`src/rtl/ma_pkg.sv`:
```
// Shared types and default widths for the MA dictionary compressor and its host requester.
package ma_pkg;

    localparam int unsigned DATA_W_DEF = 80;
    localparam int unsigned IDX_W_DEF  = 8;

    typedef enum logic [1:0] {
        MA_NOP    = 2'd0,
        MA_COMP   = 2'd1,
        MA_DECOMP = 2'd2,
        MA_ERR    = 2'd3
    } ma_cmd_e;

    typedef enum logic [1:0] {
        RSP_NONE   = 2'd0,
        RSP_COMP   = 2'd1,
        RSP_DECOMP = 2'd2,
        RSP_ERR    = 2'd3
    } ma_rsp_e;

    typedef enum logic [1:0] {
        ST_COMP_OK   = 2'b00,
        ST_DECOMP_OK = 2'b01,
        ST_MA_ERR    = 2'b10,
        ST_TIMEOUT   = 2'b11
    } host_status_e;

endpackage

```
`src/rtl/ma_host_requester.sv`:
```
// Initiator for the MA compressor: issues one command per request, waits (with timeout)
// for MA's response and hands the result back on a valid/ready port.
module ma_host_requester
    import ma_pkg::*;
#(
    parameter int unsigned DATA_W  = DATA_W_DEF,
    parameter int unsigned IDX_W   = IDX_W_DEF,
    parameter int unsigned TIMEOUT = 15
) (
    input  logic              clk,
    input  logic              reset,
    input  logic              req_valid,
    output logic              req_ready,
    input  logic              req_op,
    input  logic [DATA_W-1:0] req_data,
    input  logic [IDX_W-1:0]  req_index,
    output logic              rsp_valid,
    input  logic              rsp_ready,
    output logic [1:0]        rsp_status,
    output logic [IDX_W-1:0]  rsp_index,
    output logic [DATA_W-1:0] rsp_data,
    output logic [1:0]        ma_command,
    output logic [DATA_W-1:0] ma_data_in,
    output logic [IDX_W-1:0]  ma_compressed_in,
    input  logic [IDX_W-1:0]  ma_compressed_out,
    input  logic [DATA_W-1:0] ma_decompressed_out,
    input  logic [1:0]        ma_response,
    output logic              busy,
    output logic [7:0]        err_count
);

    localparam int unsigned TIMER_W = $clog2(TIMEOUT);
    localparam logic [TIMER_W-1:0] TIMER_LAST = TIMER_W'(TIMEOUT - 1);

    typedef enum logic [1:0] {StIdle, StIssue, StWait, StResp} state_e;

    state_e              state_q, state_d;
    logic                op_q, op_d;
    logic [DATA_W-1:0]   data_q, data_d;
    logic [IDX_W-1:0]    index_q, index_d;
    ma_cmd_e             cmd_q, cmd_d;
    logic [TIMER_W-1:0]  timer_q, timer_d;
    host_status_e        status_q, status_d;
    logic [IDX_W-1:0]    rsp_index_q, rsp_index_d;
    logic [DATA_W-1:0]   rsp_data_q, rsp_data_d;
    logic [7:0]          err_q, err_d;
    ma_rsp_e             rsp_code;
    ma_rsp_e             rsp_expected;
    logic                to_err;

    assign rsp_code     = ma_rsp_e'(ma_response);
    assign rsp_expected = op_q ? RSP_DECOMP : RSP_COMP;

    always_comb begin
        state_d     = state_q;
        op_d        = op_q;
        data_d      = data_q;
        index_d     = index_q;
        cmd_d       = MA_NOP;
        timer_d     = timer_q;
        status_d    = status_q;
        rsp_index_d = rsp_index_q;
        rsp_data_d  = rsp_data_q;
        err_d       = err_q;
        to_err      = 1'b0;
        unique case (state_q)
            StIdle: begin
                // Any ma_response arriving here is stale and dropped.
                if (req_valid) begin
                    op_d    = req_op;
                    data_d  = req_data;
                    index_d = req_index;
                    cmd_d   = req_op ? MA_DECOMP : MA_COMP;
                    state_d = StIssue;
                end
            end
            StIssue: begin
                timer_d = '0;
                state_d = StWait;
            end
            StWait: begin
                timer_d = timer_q + 1'b1;
                if (rsp_code == rsp_expected) begin
                    status_d    = op_q ? ST_DECOMP_OK : ST_COMP_OK;
                    rsp_index_d = op_q ? '0 : ma_compressed_out;
                    rsp_data_d  = op_q ? ma_decompressed_out : '0;
                    state_d     = StResp;
                end else if (rsp_code != RSP_NONE) begin
                    status_d = ST_MA_ERR;
                    to_err   = 1'b1;
                end else if (timer_q == TIMER_LAST) begin
                    status_d = ST_TIMEOUT;
                    to_err   = 1'b1;
                end
                if (to_err) begin
                    rsp_index_d = '0;
                    rsp_data_d  = '0;
                    state_d     = StResp;
                    if (err_q != 8'hFF) begin
                        err_d = err_q + 8'd1;
                    end
                end
            end
            StResp: begin
                if (rsp_ready) begin
                    state_d = StIdle;
                end
            end
        endcase
    end

    always_ff @(posedge clk or posedge reset) begin
        if (reset) begin
            state_q     <= StIdle;
            op_q        <= 1'b0;
            data_q      <= '0;
            index_q     <= '0;
            cmd_q       <= MA_NOP;
            timer_q     <= '0;
            status_q    <= ST_COMP_OK;
            rsp_index_q <= '0;
            rsp_data_q  <= '0;
            err_q       <= '0;
        end else begin
            state_q     <= state_d;
            op_q        <= op_d;
            data_q      <= data_d;
            index_q     <= index_d;
            cmd_q       <= cmd_d;
            timer_q     <= timer_d;
            status_q    <= status_d;
            rsp_index_q <= rsp_index_d;
            rsp_data_q  <= rsp_data_d;
            err_q       <= err_d;
        end
    end

    assign req_ready        = (state_q == StIdle);
    assign busy             = (state_q != StIdle);
    assign rsp_valid        = (state_q == StResp);
    assign rsp_status       = status_q;
    assign rsp_index        = rsp_index_q;
    assign rsp_data         = rsp_data_q;
    assign ma_command       = cmd_q;
    assign ma_data_in       = data_q;
    assign ma_compressed_in = index_q;
    assign err_count        = err_q;

endmodule

```
`config.mk`:
```
export PLATFORM = sky130hd
export DESIGN_NAME = ma_host_requester
export DESIGN_NICKNAME = d
export VERILOG_FILES = /design/src/rtl/ma_pkg.sv /design/src/rtl/ma_host_requester.sv
export SDC_FILE = /design/constraint.sdc
export NUM_CORES = 1
export LEC_CHECK = 0
export ABC_AREA = 1
export BUFFER_PORTS_ARGS = -buffer_cell sky130_fd_sc_hd__buf_2
export CAP_MARGIN = 30
export CORE_AREA = 2 2 144 146
export DETAILED_ROUTE_END_ITERATION = 6
export DIE_AREA = 0 0 146 148
export PLACE_DENSITY = 0.79
export SYNTH_ARGS = -nofsm -noshare
export SYNTH_HDL_FRONTEND = slang
export SYNTH_SLANG_ARGS = --single-unit
```
`constraint.sdc`:
```
create_clock -name clk -period 10.63 [get_ports clk]
set_input_delay 0 -clock clk [delete_from_list [all_inputs] [get_ports clk]]
set_output_delay 0 -clock clk [all_outputs]
set_load 0.01 [all_outputs]
```
* Yosys cells after proc, flatten, opt, wreduce, memory -nomap -nowiden
Cells that the tools add are included.
** Cells by class
- $add $sub $neg :: 2
- Equal/unequal tests :: 9
- Reduce and logical (&&, ||, !) cells :: 11
- Multiplexer cells :: 24
** Operator list (count)
- $mux 80 :: 3
- $mux 8 :: 3
- $mux 2 :: 11
- $add 8x1->8 const B :: 1
- $ne 8x8->1 const B :: 1
- $pmux 2 s4 :: 1
- $pmux 4 s2 :: 1
- $reduce_bool 2->1 :: 4
- $reduce_and 2->1 :: 3
- $reduce_and 3->1 :: 2
- $mux 1 :: 5
- $add 4x1->4 const B :: 1
- $eq 2x2->1 const B :: 2
- $eq 4x4->1 const B :: 1
- $ne 3x3->1 const B :: 1
- $reduce_bool 3->1 :: 1
- $eq 2x1->1 const B :: 1
- $eq 2x2->1 :: 1
- $logic_not 2->1 :: 1
- $ne 2x1->1 const B :: 1
- $ne 2x2->1 const B :: 1
** Storage, ports and cells
- Bits of input ports :: 183
- Word-level logic and storage cells :: 56
- Output and inout bits :: 191
- Bits in registers :: 195

* Logic depth before layout (Yosys ltp)
- Word-level depth :: 7
- Mapped depth :: 10
- Mapped depth without buffers :: 9

* Worst setup path before layout
No wires, ideal clock.
- Path type :: reg-to-reg
- Start point :: register state_q[0]
- End point :: register index_q[7] (netlist: ma_compressed_in[7])
- Buffers on the path :: 1
- Arrival time :: 1429 ps
- Setup time :: 125 ps
- Cell stages (with the launch flop) :: 6
- Data required time :: 10505 ps
- Setup slack :: 9076 ps
- Clock period less this slack :: 1554 ps
- Cell sequence :: dfrtp_1 > inv_1 > ha_1 > nand2_1 > buf_2 > mux2_2
** Between the ends
- Cells in the longest elaborated chain, start to end :: 2
** Ends and longest elaborated chain
- from (decl) :: line ma_host_requester.sv:37 : state_e state_q, state_d;
- from (signal assigned) :: line ma_host_requester.sv:114 : state_q <= StIdle;
- from (signal assigned) :: line ma_host_requester.sv:125 : state_q <= state_d;
- $logic_not 2->1
- named net req_ready :: line ma_host_requester.sv:13 : output logic req_ready,
- $reduce_and 2->1 (no source line)
- to (signal assigned) :: line ma_host_requester.sv:128 : index_q <= index_d;
- to (decl) :: line ma_host_requester.sv:40 : logic [IDX_W-1:0] index_q, index_d;
The timed path passes the listed nets, and every way through them passes these cells.
A chain may end at the register's enable or synchronous reset.

* Worst setup path after layout
- Start point :: register state_q[0]
- End point :: register rsp_data_q[10] (netlist: rsp_data[10])
** Between the ends
- Cells in the longest elaborated chain, start to end :: 2
** Ends and longest elaborated chain
- $eq 2x2->1 :: line ma_host_requester.sv:66 : unique case (state_q)
- $reduce_and 2->1 (no source line)
- to (signal assigned) :: line ma_host_requester.sv:133 : rsp_data_q <= rsp_data_d;
- to (decl) :: line ma_host_requester.sv:45 : logic [DATA_W-1:0] rsp_data_q, rsp_data_d;
No other way between the ends.

==> results.yml <==
clock_tree:
  cts_resized: 0
  tritoncts: "done"
  cts_made_buffers: 17
  insertion_delay_ns: 0.42
  cts_hold_buf: 180
  clock-sinks: 195
  postCtsSetupRepairBufs: 0
  htreeDepth: 4
  cts-root-buf: "clkbuf_16"
  clk_pin_slew_worst_paths_ns: 0.08
  clockBufferDepth: 2
sta:
  fin_crit_ns: 2.476
  tns_ns: 0
  slew_violations: 0
  period_share: 0.2329
  worstMarginPinSlew_ns: 0.8771
  setup_viol: 0
  rsz0062_at_grt: "false"
  hold_viol: 0
  fmax_mhz: 403.9
  finalClockSkew_ns: 0.007220
  relSlewSlack: 0.4153
  setup_ws_ns: 8.154
setup_path:
  worst-setup-path-type: "register to register"
  cp_max_fo: 80
  worst_ep_arrival_time_ns: 2.83
  cp-startpoint: "state_q[0]$_DFFE_PP0P_"
  r2r_slack_ns: 8.15
  r2r-start: "state_q[0]$_DFFE_PP0P_"
  crit_end: "rsp_data[10]$_DFFE_PP0P_"
  start_kind: "register"
  rr_worst_depth: 7
  end_kind: "register"
  reg2reg_to: "rsp_data[10]$_DFFE_PP0P_"
  required_ns: 10.98
synth:
  yosysUniqueCellTypes: 27
  synth_compound_area_frac: 0.01348
  ys_ff_latch: 195
  netlist_area_sq_um: 7796
  yosys_warnings: 0
  synthSimpleGateAreaFrac: 0.1862
  synth_xor_area_frac: 0.003370
  synth_area_per_cell_sq_um: 11.03
  synth_edf_count: 0
  synth_nets: 897
  synth-main-ff-cell: "dfrtp_1"
  synthCells: 707
  async_flop_share: 1.000
  synthAdderAreaFrac: 0.01123
  synth.area.mux_share: 0.1271
  synth_top_family_by_area: "simple AND/OR/NAND/NOR gates"
  seq_area_frac_synth: 0.6259
grt:
  grt_pass1_wl_um: 40440
  grt_usage: 0.2326
  grt_max_degree: 117
  antenna_found_initial: 1
  grt.overflow.total: 0
  first_global_vias: 7827
route:
  detail_route.first_pass.iterations: 5
  vias: 7469
  wl_per_cell_um: 16.66
  drt_iter0_markers: 370
  viasPerCell: 4.875
  drc: 0
  routed_wl_um: 25520
  ant_nets: 0
placement:
  dpl_worst_slack_ns: 7.632
  numPortBuffers: 373
  gp_congestion: 0.7883
  dp_hpwl_um: 14670
finish:
  multi_input_area_sq_um: 2669
  register_area_sq_um: 4880
  drive_above_1_share: 0.4036
  nFillCells: 1486
  nets: 1438
  syn_to_final_growth_pct: 58.18
  final_util: 0.6154
worst_hold_path:
  hold_class: "input port to register"
job:
  drv.max_cap_violation_count: 0
die:
  core_sq_um: 20040
  start_util: 0.3890
  rows: 52
  die_y_um: 148
  die_x_um: 146
  top_level_ports: 374
  die-area_sq_um: 21610
power_and_ir_drop:
  powerDensity_nw_per_um2: 272.6
  power.leakage_uw: 0.006542
  ir_worst_vdd_mv: 0.1867
status:
  status: "completed"
per-layer routing:
| layer | wire (um) | share of wire | vias to the layer above | GRT usage |
|---|---|---|---|---|
| met3 | 2304 | 0.090 | 59 | 0.07562 |
| met5 | 0 | 0 | - | 0 |
| met4 | 672 | 0.026 | 0 | 0.07427 |
| met2 | 12850 | 0.50 | 387 | 0.4019 |
| met1 | 9694 | 0.38 | 3603 | 0.2772 |
| li1 | - | - | 3420 | - |
layout make-up:
class | instances | share of cell area
inverters | 19 | 0.006392
diodes | 1 | 0.0002029
well taps | 270 | 0.02739
clock inverters | 13 | 0.01360
flip-flops and latches | 195 | 0.3957
repair buffers | 559 | 0.3044
clock buffers | 19 | 0.03592
multi-input cells | 456 | 0.2164
cells in the final DEF (no fill, tap or decap), drive strengths merged, types with 5 or more instances in the layout:
cell type / netlist / final
buf: 34 / 379
ha: 7 / 7
inv: 19 / 26
nand4: 8 / 8
o21ai: 15 / 15
clkinv: 0 / 5
nand2: 218 / 218
dlygate4sd3: 0 / 180
dfrtp: 195 / 195
clkbuf: 3 / 19
nor2: 14 / 14
mux2: 88 / 88
nand3: 94 / 94
state kept, by name (all words and copies together), names as in the netlist:
signal / cells
state_q: 2
ma_command: 2
rsp_status: 2
rsp_index: 8
timer_q: 4
ma_data_in: 80
op_q: 1
rsp_data: 80
ma_compressed_in: 8
err_count: 8
critical path, stage by stage, from the launching register on:
cell and delay, ns:
dfrtp_1 0.40, inv_1 0.13, ha_1 0.54, nand2_4 0.23, nor2_4 0.11, buf_4 0.63, nand3_1 0.19, nand2_1 0.11
synthesized netlist by cell type, types with 2 or more instances:
| cell type | instances | area, sq um |
|---|---|---|
| mux2_2 | 88 | 991.0 |
| ha_1 | 7 | 87.58 |
| inv_1 | 18 | 67.56 |
| o21ai_0 | 15 | 75.07 |
| buf_2 | 33 | 165.2 |
| nor2_1 | 11 | 41.29 |
| dfrtp_1 | 195 | 4880 |
| o22ai_1 | 2 | 12.51 |
| nor2_2 | 2 | 12.51 |
| clkbuf_1 | 3 | 11.26 |
| nand3_1 | 93 | 465.5 |
| nand2_4 | 2 | 22.52 |
| nand2_1 | 215 | 807.0 |
| a21oi_1 | 2 | 10.01 |
| xnor2_1 | 2 | 17.52 |
| nand4_1 | 8 | 50.05 |
report_power, final:
group,switching [uW],total [uW],leakage (uW),internal [uW]
logic,776,1390,0.00379,610
registers,212,1310,0.00245,1100
clock network,316,661,0.000297,345
total,1300,3360,0.00654,2060
how the worst min path moves through the flow:
stage          startpoint                 endpoint  cells past startpoint
2_1_floorplan      req_op  ma_command[0]$_DFF_PP0_                      1
3_3_place_gp       req_op  ma_command[0]$_DFF_PP0_                      2
3_5_place_dp       req_op  ma_command[0]$_DFF_PP0_                      2
4_1_cts         rsp_ready   state_q[1]$_DFFE_PP0P_                      5
5_1_grt         req_valid  ma_command[1]$_DFF_PP0_                      3
6_report        rsp_ready   state_q[1]$_DFFE_PP0P_                      5
logic make-up after synthesis:
| group | Yosys count |
|---|---|
| buf+inv | 56 |
| fa+ha+maj | 7 |
| compound gates | 20 |
| simple gates | 338 |
| xor+xnor | 3 |
| flops | 195 |
| mux | 88 |
stage by stage:
stage,area (sq um),std cells,total power (uW),hold WS (ns)
after detailed placement,9889,1318,2598,0.1877
final,12330,1532,3362,0.03548
after global routing,12330,1532,3563,0.05408
after floorplan,7796,707,2050,0.07757
after CTS,12300,1530,3323,0.01474
after global placement,9862,1317,2554,0.1892
Power figures use the tool's default switching activity.
